<file path="config.mk">
export PLATFORM = sky130hd
export DESIGN_NAME = csla_seq_divider
export DESIGN_NICKNAME = d
export VERILOG_FILES = /design/src/rtl/csla_div_pkg.sv /design/src/rtl/csla_sub_stage.sv /design/src/rtl/csla_seq_divider.sv
export SDC_FILE = /design/constraint.sdc
export NUM_CORES = 1
export LEC_CHECK = 0
export ABC_AREA = 1
export BUFFER_PORTS_ARGS = -buffer_cell sky130_fd_sc_hd__buf_2
export CAP_MARGIN = 20
export CORE_MARGIN = 10
export CORE_UTILIZATION = 45
export CTS_CLUSTER_DIAMETER = 30
export DETAILED_ROUTE_END_ITERATION = 8
export PLACE_DENSITY = 0.65
export SLEW_MARGIN = 30
export SYNTH_ARGS = -nofsm -noshare
export SYNTH_HDL_FRONTEND = slang
export SYNTH_SLANG_ARGS = --single-unit
</file>
<file path="constraint.sdc">
create_clock -name clk -period 2.78 [get_ports clk]
set_input_delay 0.417 -clock clk [delete_from_list [all_inputs] [get_ports clk]]
set_output_delay 0.417 -clock clk [all_outputs]
set_load 0.02 [all_outputs]
</file>
<file path="src/rtl/csla_div_pkg.sv">
// Shared types and constants for the carry-select sequential divider.
// FSM encoding plus the iteration-counter width helper.
package csla_div_pkg;

  typedef enum logic [1:0] {
    IDLE = 2'd0,
    RUN  = 2'd1,
    FIX  = 2'd2,
    DONE = 2'd3
  } state_t;

  localparam int DIV_WIDTH = 8;

  function automatic int cnt_width(input int width);
    return (width > 2) ? $clog2(width) : 1;
  endfunction

  localparam int CNT_W = cnt_width(DIV_WIDTH);

endpackage

</file>
<file path="src/rtl/csla_sub_stage.sv">
// N-bit subtractor a - b built from 4-bit carry-select blocks; each block
// precomputes both borrow-in cases and the incoming borrow picks one.
module csla_sub_stage #(
  parameter int N = 9
) (
  input  logic [N-1:0] a,
  input  logic [N-1:0] b,
  output logic [N-1:0] diff,
  output logic         borrow
);

  localparam int NB = (N + 3) / 4;
  localparam int NP = NB * 4;

  logic [NP-1:0] a_p;
  logic [NP-1:0] b_p;
  logic [NP-1:0] d_p;
  logic [NB:0]   bc;

  assign a_p   = NP'(a);
  assign b_p   = NP'(b);
  assign bc[0] = 1'b0;

  for (genvar i = 0; i < NB; i++) begin : g_blk
    logic [4:0] r0;
    logic [4:0] r1;
    assign r0 = {1'b0, a_p[4*i +: 4]} - {1'b0, b_p[4*i +: 4]};
    assign r1 = {1'b0, a_p[4*i +: 4]} - {1'b0, b_p[4*i +: 4]} - 5'd1;
    assign d_p[4*i +: 4] = bc[i] ? r1[3:0] : r0[3:0];
    assign bc[i+1]       = bc[i] ? r1[4]   : r0[4];
  end

  // Zero padding only propagates the borrow, so the top block's borrow is exact.
  if (NP > N) begin : g_pad
    logic unused_pad;
    assign unused_pad = ^d_p[NP-1:N];
  end

  assign diff   = d_p[N-1:0];
  assign borrow = bc[NB];

endmodule

</file>
<file path="src/rtl/csla_seq_divider.sv">
// Iterative restoring divider, one quotient bit per clock via csla_sub_stage.
// Optional macro CSLA_DIV_SIGNED_EN selects two's-complement operands.
module csla_seq_divider
  import csla_div_pkg::*;
#(
  parameter int WIDTH = DIV_WIDTH
) (
  input  logic             clk,
  input  logic             rst_n,
  input  logic             start,
  input  logic [WIDTH-1:0] dividend,
  input  logic [WIDTH-1:0] divisor,
  output logic             busy,
  output logic             done,
  output logic [WIDTH-1:0] quotient,
  output logic [WIDTH-1:0] remainder,
  output logic             div_by_zero
);

  localparam int CW = cnt_width(WIDTH);

  state_t           state;
  state_t           state_nxt;
  logic [WIDTH:0]   p;
  logic [WIDTH:0]   p_nxt;
  logic [WIDTH:0]   shifted;
  logic [WIDTH:0]   t;
  logic             t_borrow;
  logic [WIDTH-1:0] q;
  logic [WIDTH-1:0] q_nxt;
  logic [WIDTH-1:0] dvs;
  logic [WIDTH-1:0] dvd_mag;
  logic [WIDTH-1:0] dvs_mag;
  logic [CW-1:0]    cnt;
  logic             last;
  logic             div0;
  logic             unused_p_msb;

  assign last = (cnt == '0);
  assign div0 = (divisor == '0);

`ifdef CSLA_DIV_SIGNED_EN
  localparam state_t RUN_EXIT = FIX;
  logic neg_q;
  logic neg_r;
  assign dvd_mag = dividend[WIDTH-1] ? -dividend : dividend;
  assign dvs_mag = divisor[WIDTH-1]  ? -divisor  : divisor;
`else
  localparam state_t RUN_EXIT = DONE;
  assign dvd_mag = dividend;
  assign dvs_mag = divisor;
`endif

  // A restoring step always leaves P below the divisor, so P's msb stays zero.
  assign unused_p_msb = p[WIDTH];
  assign shifted      = {p[WIDTH-1:0], q[WIDTH-1]};

  csla_sub_stage #(.N(WIDTH + 1)) u_sub (
    .a      (shifted),
    .b      ({1'b0, dvs}),
    .diff   (t),
    .borrow (t_borrow)
  );

  assign p_nxt = t_borrow ? shifted : t;
  assign q_nxt = {q[WIDTH-2:0], ~t_borrow};

  // NOTE: every always_comb output gets a default first so no path can infer a latch.
  always_comb begin
    state_nxt = state;
    case (state)
      IDLE:    if (start) state_nxt = div0 ? DONE : RUN;
      RUN:     if (last)  state_nxt = RUN_EXIT;
      FIX:     state_nxt = DONE;
      DONE:    state_nxt = IDLE;
      default: state_nxt = IDLE;
    endcase
  end

  assign busy = (state == RUN) || (state == FIX);
  assign done = (state == DONE);

  // NOTE: sequential state uses non-blocking assignments so all registers see pre-edge values.
  always_ff @(posedge clk or negedge rst_n) begin
    if (!rst_n) state <= IDLE;
    else        state <= state_nxt;
  end

  // NOTE: the datapath is reset too so an aborted run leaves no stale operands behind.
  always_ff @(posedge clk or negedge rst_n) begin
    if (!rst_n) begin
      p           <= '0;
      q           <= '0;
      dvs         <= '0;
      cnt         <= '0;
      quotient    <= '0;
      remainder   <= '0;
      div_by_zero <= 1'b0;
`ifdef CSLA_DIV_SIGNED_EN
      neg_q       <= 1'b0;
      neg_r       <= 1'b0;
`endif
    end else begin
      case (state)
        IDLE: begin
          if (start) begin
            if (div0) begin
              quotient    <= '1;
              remainder   <= dividend;
              div_by_zero <= 1'b1;
            end else begin
              p   <= '0;
              q   <= dvd_mag;
              dvs <= dvs_mag;
              cnt <= CW'(WIDTH - 1);
`ifdef CSLA_DIV_SIGNED_EN
              neg_q <= dividend[WIDTH-1] ^ divisor[WIDTH-1];
              neg_r <= dividend[WIDTH-1];
`endif
            end
          end
        end
        RUN: begin
          p   <= p_nxt;
          q   <= q_nxt;
          cnt <= cnt - 1'b1;
`ifndef CSLA_DIV_SIGNED_EN
          if (last) begin
            quotient    <= q_nxt;
            remainder   <= p_nxt[WIDTH-1:0];
            div_by_zero <= 1'b0;
          end
`endif
        end
        FIX: begin
`ifdef CSLA_DIV_SIGNED_EN
          // Quotient truncates toward zero; remainder follows the dividend's sign.
          quotient    <= neg_q ? -q : q;
          remainder   <= neg_r ? -p[WIDTH-1:0] : p[WIDTH-1:0];
          div_by_zero <= 1'b0;
`endif
        end
        default: ;
      endcase
    end
  end

endmodule

</file>
==> results of run 1 <==
logic make-up (layout without fill, tap and decap cells):
logic type | Yosys count | count (layout) | share of synthesized area
adder cells (fa/ha/maj) | 17 | 17 | 0.0836
buffers and inverters | 66 | 103 | 0.101
AO/OA/AOI/OAI | 47 | 47 | 0.105
AND/OR/NAND/NOR | 161 | 161 | 0.271
multiplexers | 1 | 1 | 0.00367
flip-flops | 46 | 46 | 0.423
XOR/XNOR | 4 | 4 | 0.0129
synthesized netlist by cell type (all sizes together):
master,n,area [sq um]
nand3b,1,7.51
xnor2,2,17.5
xor2,2,17.5
nand2,94,363
nand4,1,6.26
a22oi,3,22.5
buf,8,55.1
o21ai,27,161
inv,55,209
dfrtp,46,1150
mux2i,1,10.0
o211ai,1,12.5
nor2,35,158
fa,2,40.0
ha,15,188
a21oi,15,82.6
o22ai,1,6.26
nand3,30,205
clkbuf,3,11.3
power breakdown:
group          internal, uW  switching [uW]  leakage, uW  total, uW
clock network           200             232    0.0000472        432
logic                   849            1620      0.00108       2460
registers               967             177     0.000555       1140
total                  2020            2020      0.00168       4040
cell type report:
type,instances,area (sq um),share of cell area
repair buffers,40,210,0.0686
clock buffers,6,82.6,0.0269
inverters,55,209,0.0682
well taps,75,93.8,0.0306
clock inverters,2,12.5,0.00408
multi-input cells,230,1310,0.426
flip-flops and latches,46,1150,0.376
routing by layer:
metal | track usage | wire, um | vias to the layer above
met5 | 0 | 0 | -
met2 | 0.190 | 2500 | 37
met3 | 0.0381 | 249 | 4
met1 | 0.168 | 2880 | 970
met4 | 0.0235 | 25 | 0
li1 | - | - | 1139
sequential cells by signal, indices dropped and copies added (netlist names):
signal	flops
dvs	8
p	8
q	8
quotient	8
remainder	8
cnt	3
state	2
div_by_zero	1
worst reg2reg max path, delay by kind of cell, from the launching register on:
family	cells	cell delay, ps
flops	1	410
buf+inv	2	100
fa+ha+maj	3	950
simple gates	8	940
through the flow:
stage / setup slack, ps / utilization / hold slack [ps]
floorplan: 596 / - / 121
global placement: 407 / 0.503 / 460
detailed placement: 308 / 0.503 / 466
CTS: 287 / 0.519 / 135
global route: 95.9 / 0.521 / 149
finish: 301 / 0.521 / 120
how the worst max path moves through the flow:
stage          slack, ps  cells past startpoint                  endpoint
3_3_place_gp         410                     13  remainder[0]$_DFFE_PN0P_
6_report             300                     13  remainder[0]$_DFFE_PN0P_
4_1_cts              290                     13  remainder[0]$_DFFE_PN0P_
5_1_grt              100                     13  remainder[0]$_DFFE_PN0P_
3_5_place_dp         310                     13  remainder[0]$_DFFE_PN0P_
2_1_floorplan        600                     13  remainder[0]$_DFFE_PN0P_
==> flow_metrics.env, run 1 <==
export IMPL_outcome="finished, final reports clean"
export IMPL_cts_buffer_depth=2
export IMPL_tns_ps=0
export IMPL_die_area_sq_um=9560
export IMPL_die_y_um=97.8
export IMPL_fin_cells=454
export IMPL_power_density_nw_per_um2=1320
export IMPL_finalHoldViolCount=0
export IMPL_yosysWarnings=0
export IMPL_r2r_setup_slack_ps=300
export IMPL_slew_headroom=0.548
export IMPL_cp_slowest_cell="fa_1"
export IMPL_hold_class="in2async"
export IMPL_synth_distinct_cells=32
export IMPL_r2r_end="remainder[0]$_DFFE_PN0P_"
export IMPL_grt_pass1_wl_mm=10.2
export IMPL_power_leakage_uw=0.00168
export IMPL_min_period_ps=2480
export IMPL_drive_gt1_frac=0.206
export IMPL_vias=2150
export IMPL_fill_cells=567
export IMPL_setup_viol=0
export IMPL_nets=414
export IMPL_dp_cells=446
export IMPL_worstPathMaxFanout=9
export IMPL_clk_pin_slew_ps=90
export IMPL_path_buf_inv=2
export IMPL_die_w_um=97.8
export IMPL_power_uw=4040
export IMPL_viasPerCell=4.74
export IMPL_max_clock_freq_ghz=0.403
export IMPL_slew_viol_final=0
export IMPL_dr_pass1_iters=4
export IMPL_track_usage=0.124
export IMPL_cts_root_buf="clkbuf_8"
export IMPL_worstReg2RegStart="p[3]$_DFFE_PN0P_"
export IMPL_slowest_delay_ps=530
export IMPL_crit_type="reg2reg"
export IMPL_crit_start="p[3]$_DFFE_PN0P_"
export IMPL_cap_violations=0
export IMPL_path_cells="inv_1, ha_1, fa_1, ha_1, nand3_2, nor2_2, nand2_1, nand2_1, nand3_2, nand3_1, nand3_1, nand2_1, inv_1"
export IMPL_ys_ff_latch=46
export IMPL_r2r_cells=13
export IMPL_grt_max_degree=47
export IMPL_dp_hpwl_mm=4.31
export IMPL_core_sq_um=5890
export IMPL_wl_per_cell_um=12.4
export IMPL_antenna_left=0
export IMPL_post_cts_setup_buffers=0
export IMPL_required_ps=2980
export IMPL_syn_inst=342
export IMPL_fin_area_sq_um=3070
export IMPL_antenna_found_initial=0
export IMPL_rsz0062_at_grt="false"
export IMPL_avgSynthCellArea_sq_um=7.96
export IMPL_worstSetupEndpointType="flip-flop"
export IMPL_clock_sinks=46
export IMPL_critical_path_most_common_cell="nand2_1"
export IMPL_gp_congestion=0.789
export IMPL_startpoint_type="flip-flop"
export IMPL_worst_pin_slew_ps=675
export IMPL_io_pins=38
export IMPL_grt_ovfl_total=0
export IMPL_synth_area_sq_um=2720
export IMPL_ys_seq_area_frac=0.423
export IMPL_fin_crit_sh=0.892
export IMPL_routed_wl_mm=5.65
export IMPL_clk_latency_ps=300
export IMPL_start_util=0.463
export IMPL_numPortBuffers=37
export IMPL_cts_resized=0
export IMPL_synthesis_nets=378
export IMPL_syn2layout_area_growth_pct=12.5
export IMPL_numCtsBuffers=5
export IMPL_first_global_vias=2196
export IMPL_rows=28
export IMPL_final_cell_mix="nand2_1, inv_1, dfrtp_1"
export IMPL_peakVddDrop_uv=863
export IMPL_first_iter_violations=124
export IMPL_layout_commonest_cell="nand2_1"
export IMPL_finClkSkew_ps=7.74
export IMPL_drc=0
export IMPL_critPathTopFamily="adder cells"
export IMPL_num_antenna_cells=0
export IMPL_h_tree_depth=2
export IMPL_arrival_ps=2680
export IMPL_place_area_sq_um=2960
export IMPL_cts_tree="done"
export IMPL_ctsHoldBuffers=0
Power figures use the tool's default switching activity.
==> inputs of run 2 (changes only) <==
Settings changed: CORE_MARGIN 10 to unset.
==> run 2 against run 1 <==
Against the previous run:
- non-clock buffer count is 1 higher
- global-route usage is 8.3 points higher
- hold slack better by 62 ps
- fmax is 1.1% higher
- final area is 0.24% higher
- combinational power hardly changed
- via count is 3.6% higher
- critical path depth stayed put
- worst setup slack better by 27 ps
- clock power is 18% higher
- first-iteration DRC count is 19% higher
- highest routed layer unchanged
==> flow_metrics.env, run 2 (synthesized netlist as in run 1, its figures left out) <==
export IMPL_cts_tree="done"
export IMPL_drc=0
export IMPL_finalHoldViolCount=0
export IMPL_nets=415
export IMPL_dp_hpwl_mm=4.15
export IMPL_place_area_sq_um=2960
export IMPL_die_w_um=79.8
export IMPL_clk_pin_slew_ps=90
export IMPL_syn2layout_area_growth_pct=12.8
export IMPL_gp_congestion=0.796
export IMPL_io_pins=38
export IMPL_cts_buffer_depth=2
export IMPL_startpoint_type="flip-flop"
export IMPL_cts_root_buf="clkbuf_8"
export IMPL_rsz0062_at_grt="false"
export IMPL_rows=27
export IMPL_dr_pass1_iters=4
export IMPL_min_period_ps=2450
export IMPL_vias=2228
export IMPL_max_clock_freq_ghz=0.408
export IMPL_path_buf_inv=2
export IMPL_grt_pass1_wl_mm=10.2
export IMPL_fin_crit_sh=0.882
export IMPL_routed_wl_mm=5.61
export IMPL_start_util=0.480
export IMPL_grt_ovfl_total=0
export IMPL_worstPathMaxFanout=9
export IMPL_slowest_delay_ps=530
export IMPL_antenna_left=0
export IMPL_r2r_end="remainder[1]$_DFFE_PN0P_"
export IMPL_final_cell_mix="nand2_1, inv_1, dfrtp_1"
export IMPL_worstReg2RegStart="p[3]$_DFFE_PN0P_"
export IMPL_hold_class="in2async"
export IMPL_numCtsBuffers=5
export IMPL_post_cts_setup_buffers=0
export IMPL_drive_gt1_frac=0.205
export IMPL_tns_ps=0
export IMPL_die_y_um=79.8
export IMPL_cts_resized=0
export IMPL_h_tree_depth=2
export IMPL_arrival_ps=2660
export IMPL_antenna_found_initial=0
export IMPL_power_leakage_uw=0.00169
export IMPL_numPortBuffers=37
export IMPL_cap_violations=0
export IMPL_core_sq_um=5680
export IMPL_crit_type="reg2reg"
export IMPL_clock_sinks=46
export IMPL_worstSetupEndpointType="flip-flop"
export IMPL_critical_path_most_common_cell="nand2_1"
export IMPL_critPathTopFamily="simple AND/OR/NAND/NOR gates"
export IMPL_path_cells="inv_1, ha_1, fa_1, ha_1, nand3_2, nor2_2, nand2_1, nand2_1, nand3_2, nand3_1, nand3_1, nand2_1, inv_1"
export IMPL_layout_commonest_cell="nand2_1"
export IMPL_outcome="finished, final reports clean"
export IMPL_finClkSkew_ps=5.76
export IMPL_first_global_vias=2275
export IMPL_fin_area_sq_um=3070
export IMPL_power_density_nw_per_um2=1330
export IMPL_slew_viol_final=0
export IMPL_first_iter_violations=147
export IMPL_viasPerCell=4.93
export IMPL_worst_pin_slew_ps=767
export IMPL_die_area_sq_um=6370
export IMPL_cp_slowest_cell="fa_1"
export IMPL_r2r_setup_slack_ps=330
export IMPL_grt_max_degree=47
export IMPL_r2r_cells=13
export IMPL_ctsHoldBuffers=0
export IMPL_required_ps=2980
export IMPL_wl_per_cell_um=12.4
export IMPL_setup_viol=0
export IMPL_track_usage=0.206
export IMPL_peakVddDrop_uv=856
export IMPL_slew_headroom=0.487
export IMPL_clk_latency_ps=300
export IMPL_num_antenna_cells=0
-- run 2: changes by cell type in the layout (fill, tap and decap cells not counted) --
cell	before	now
clkinv_2	1	0
clkbuf_1	0	1
o211ai_2	0	1
clkbuf_8	6	5
bufinv_16	0	1
o211ai_4	1	0
buf_2	36	37
-- run 2: worst max path at each step --
stage | start | cells past startpoint | endpoint
floorplan | p[3]$_DFFE_PN0P_ | 13 | remainder[0]$_DFFE_PN0P_
global placement | p[3]$_DFFE_PN0P_ | 13 | remainder[1]$_DFFE_PN0P_
detailed placement | p[3]$_DFFE_PN0P_ | 13 | remainder[1]$_DFFE_PN0P_
CTS | p[3]$_DFFE_PN0P_ | 13 | remainder[1]$_DFFE_PN0P_
global route | p[3]$_DFFE_PN0P_ | 13 | remainder[1]$_DFFE_PN0P_
finish | p[3]$_DFFE_PN0P_ | 13 | remainder[1]$_DFFE_PN0P_
-- run 2: where the power goes --
group          internal (uW)  switching, uW  leakage, uW
Clock                    269            241    0.0000514
Sequential               967            177     0.000555
Combinational            842           1600      0.00109
Total                   2080           2020      0.00169
-- run 2: cell type report --
| class | instances | area (sq um) |
|---|---|---|
| fill | 554 | 2600 |
| multi-input combinational | 230 | 1300 |
| sequential | 46 | 1150 |
| timing repair buffer | 41 | 215 |
| inverter | 55 | 209 |
| tap | 72 | 90.1 |
| clock buffer | 6 | 72.6 |
| clock inverter | 2 | 37.5 |
-- run 2: metrics by stage --
| stage | setup slack, ps | util | hold WS [ps] | instances | total power, uW |
|---|---|---|---|---|---|
| detailed placement | 335 | 0.522 | 461 | 444 | 3620 |
| floorplan | 596 | - | 121 | 342 | 3100 |
| global placement | 417 | 0.522 | 462 | 444 | 3570 |
| CTS | 326 | 0.541 | 220 | 452 | 4140 |
| global route | 145 | 0.541 | 265 | 452 | 4540 |
| finish | 328 | 0.541 | 182 | 452 | 4100 |
-- run 2: metal layers --
layer | GRT usage | share of wire | vias to the layer above
met2 | 0.348 | 0.47 | 42
met3 | 0.0331 | 0.033 | 9
met5 | 0 | 0 | -
met1 | 0.267 | 0.48 | 1034
li1 | - | - | 1143
met4 | 0.0732 | 0.019 | 0
==> inputs of run 3 (changes only) <==
Settings changed: CORE_ASPECT_RATIO set to 1.25.
==> run 3 against run 2 <==
Against the previous run:
- sequential cell count did not move
- clock power grew 2%
- sequential share of layout area fell by 0.076 points
- wire length decreased by 6.4%
- register-to-register slack improved by 30 ps
- global-route usage shrank 2.6 points
- critical path depth stayed put
- hold slack worse by 71 ps
- first-iteration DRC count fell by 22%
- final area is 0.20% higher
- power is 0.41% higher
==> flow_metrics.env, run 3 (synthesized netlist as in run 1, its figures left out) <==
export IMPL_worstPathMaxFanout=9
export IMPL_viasPerCell=4.86
export IMPL_antenna_left=0
export IMPL_finClkSkew_ps=3.25
export IMPL_path_cells="inv_1, ha_1, fa_1, ha_1, nand3_2, nor2_2, nand2_1, nand2_1, nand3_2, nand3_1, nand3_1, nand2_1, inv_1"
export IMPL_rows=31
export IMPL_grt_pass1_wl_mm=9.01
export IMPL_p_sw_frac=0.486
export IMPL_cts_buffer_depth=2
export IMPL_num_antenna_cells=0
export IMPL_die_area_sq_um=6370
export IMPL_cts_resized=0
export IMPL_slowest_delay_ps=520
export IMPL_first_iter_violations=114
export IMPL_grt_max_degree=47
export IMPL_startpoint_type="flip-flop"
export IMPL_cts_tree="done"
export IMPL_dr_pass1_iters=4
export IMPL_start_util=0.468
export IMPL_max_clock_freq_ghz=0.413
export IMPL_power_share_combinational=0.596
export IMPL_fin_ws_ps=358
export IMPL_worstSetupEndpointType="flip-flop"
export IMPL_setup_viol=0
export IMPL_fin_crit_sh=0.871
export IMPL_vias=2162
export IMPL_clk_pin_slew_ps=90
export IMPL_die_y_um=89.0
export IMPL_die_w_um=71.6
export IMPL_dp_hpwl_mm=3.80
export IMPL_track_usage=0.181
export IMPL_worst_pin_slew_ps=725
export IMPL_nets=415
export IMPL_cts_root_buf="clkbuf_8"
export IMPL_power_leakage_uw=0.00170
export IMPL_layout_commonest_cell="nand2_1"
export IMPL_tns_ps=0
export IMPL_internal_power_uw=2110
export IMPL_final_cell_mix="nand2_1, inv_1, dfrtp_1"
export IMPL_min_period_ps=2420
export IMPL_cap_violations=0
export IMPL_grt_ovfl_total=0
export IMPL_required_ps=2990
export IMPL_seqPwrFrac=0.278
export IMPL_hold_slack_ps=111
export IMPL_finalHoldViolCount=0
export IMPL_rsz0062_at_grt="false"
export IMPL_core_sq_um=5820
export IMPL_gp_congestion=0.787
export IMPL_ctsHoldBuffers=0
export IMPL_outcome="finished, final reports clean"
export IMPL_arrival_ps=2630
export IMPL_drive_gt1_frac=0.206
export IMPL_slew_headroom=0.514
export IMPL_antenna_found_initial=0
export IMPL_slew_viol_final=0
export IMPL_peakVddDrop_uv=857
export IMPL_crit_type="reg2reg"
export IMPL_io_pins=38
export IMPL_post_cts_setup_buffers=0
export IMPL_p_switching_uw=2000
export IMPL_cp_slowest_cell="fa_1"
export IMPL_clock_sinks=46
export IMPL_h_tree_depth=2
export IMPL_syn2layout_area_growth_pct=13.0
export IMPL_numPortBuffers=37
export IMPL_critical_path_most_common_cell="nand2_1"
export IMPL_post_place_ws_ps=361
export IMPL_first_global_vias=1985
export IMPL_drc=0
export IMPL_numCtsBuffers=5
export IMPL_routed_wl_mm=5.25
export IMPL_wl_per_cell_um=11.8
export IMPL_pwr_share_clk=0.126
export IMPL_hold_class="in2async"
export IMPL_power_density_nw_per_um2=1340
export IMPL_clk_latency_ps=300
## run 3: worst max-delay path: cells and delay by family (launching register included)
| family | cells | cell delay [ps] |
|---|---|---|
| adders and majority gates | 3 | 930 |
| buffers and inverters | 2 | 90 |
| DFF | 1 | 390 |
| and+or+nand+nor | 8 | 920 |
## run 3: stage by stage
stage                     instance area, sq um  utilization  cells  power, uW
after floorplan                           2720            -    342       3100
after global placement                    2960        0.508    438       3560
after detailed placement                  2970        0.510    438       3630
after CTS                                 3080        0.529    445       4160
after global routing                      3080        0.529    445       4540
final                                     3080        0.529    445       4110
## run 3: cell type report
cell class | instances | area (sq um)
Timing Repair Buffer | 41 | 218
Multi-Input combinational cell | 230 | 1310
Tap cell | 66 | 82.6
Clock inverter | 1 | 30.0
Sequential cell | 46 | 1150
Inverter | 55 | 209
Fill cell | 587 | 2740
Clock buffer | 6 | 82.6
## run 3: path summary, 6_finish.rpt
check                                    from                        to  slack, ps  cells after the start
setup reg to reg             p[3]$_DFFE_PN0P_  remainder[6]$_DFFE_PN0P_        360                     13
max in group asynchronous               rst_n        dvs[3]$_DFFE_PN0P_       2260                      1
hold reg to reg            cnt[0]$_DFFE_PN0P_        cnt[0]$_DFFE_PN0P_        470                      1
hold / removal                          rst_n  remainder[6]$_DFFE_PN0P_        110                      1
setup / recovery             p[3]$_DFFE_PN0P_  remainder[6]$_DFFE_PN0P_        360                     13
min in group clk                   divisor[5]        dvs[5]$_DFFE_PN0P_        330                      3
## run 3: power by group through the flow
stage	Clock, uW	Combinational (uW)	Sequential (uW)
2_1_floorplan	0	1820	1280
3_3_place_gp	0	2410	1150
3_5_place_dp	0	2470	1160
4_1_cts	532	2480	1140
5_1_grt	551	2810	1180
6_report	519	2450	1140
## run 3: routing by layer
| metal | track usage | share of wire | up-vias |
|---|---|---|---|
| li1 | - | - | 1144 |
| met3 | 0.0271 | 0.024 | 5 |
| met4 | 0.0588 | 0.014 | 0 |
| met5 | 0 | 0 | - |
| met2 | 0.319 | 0.49 | 35 |
| met1 | 0.228 | 0.48 | 978 |
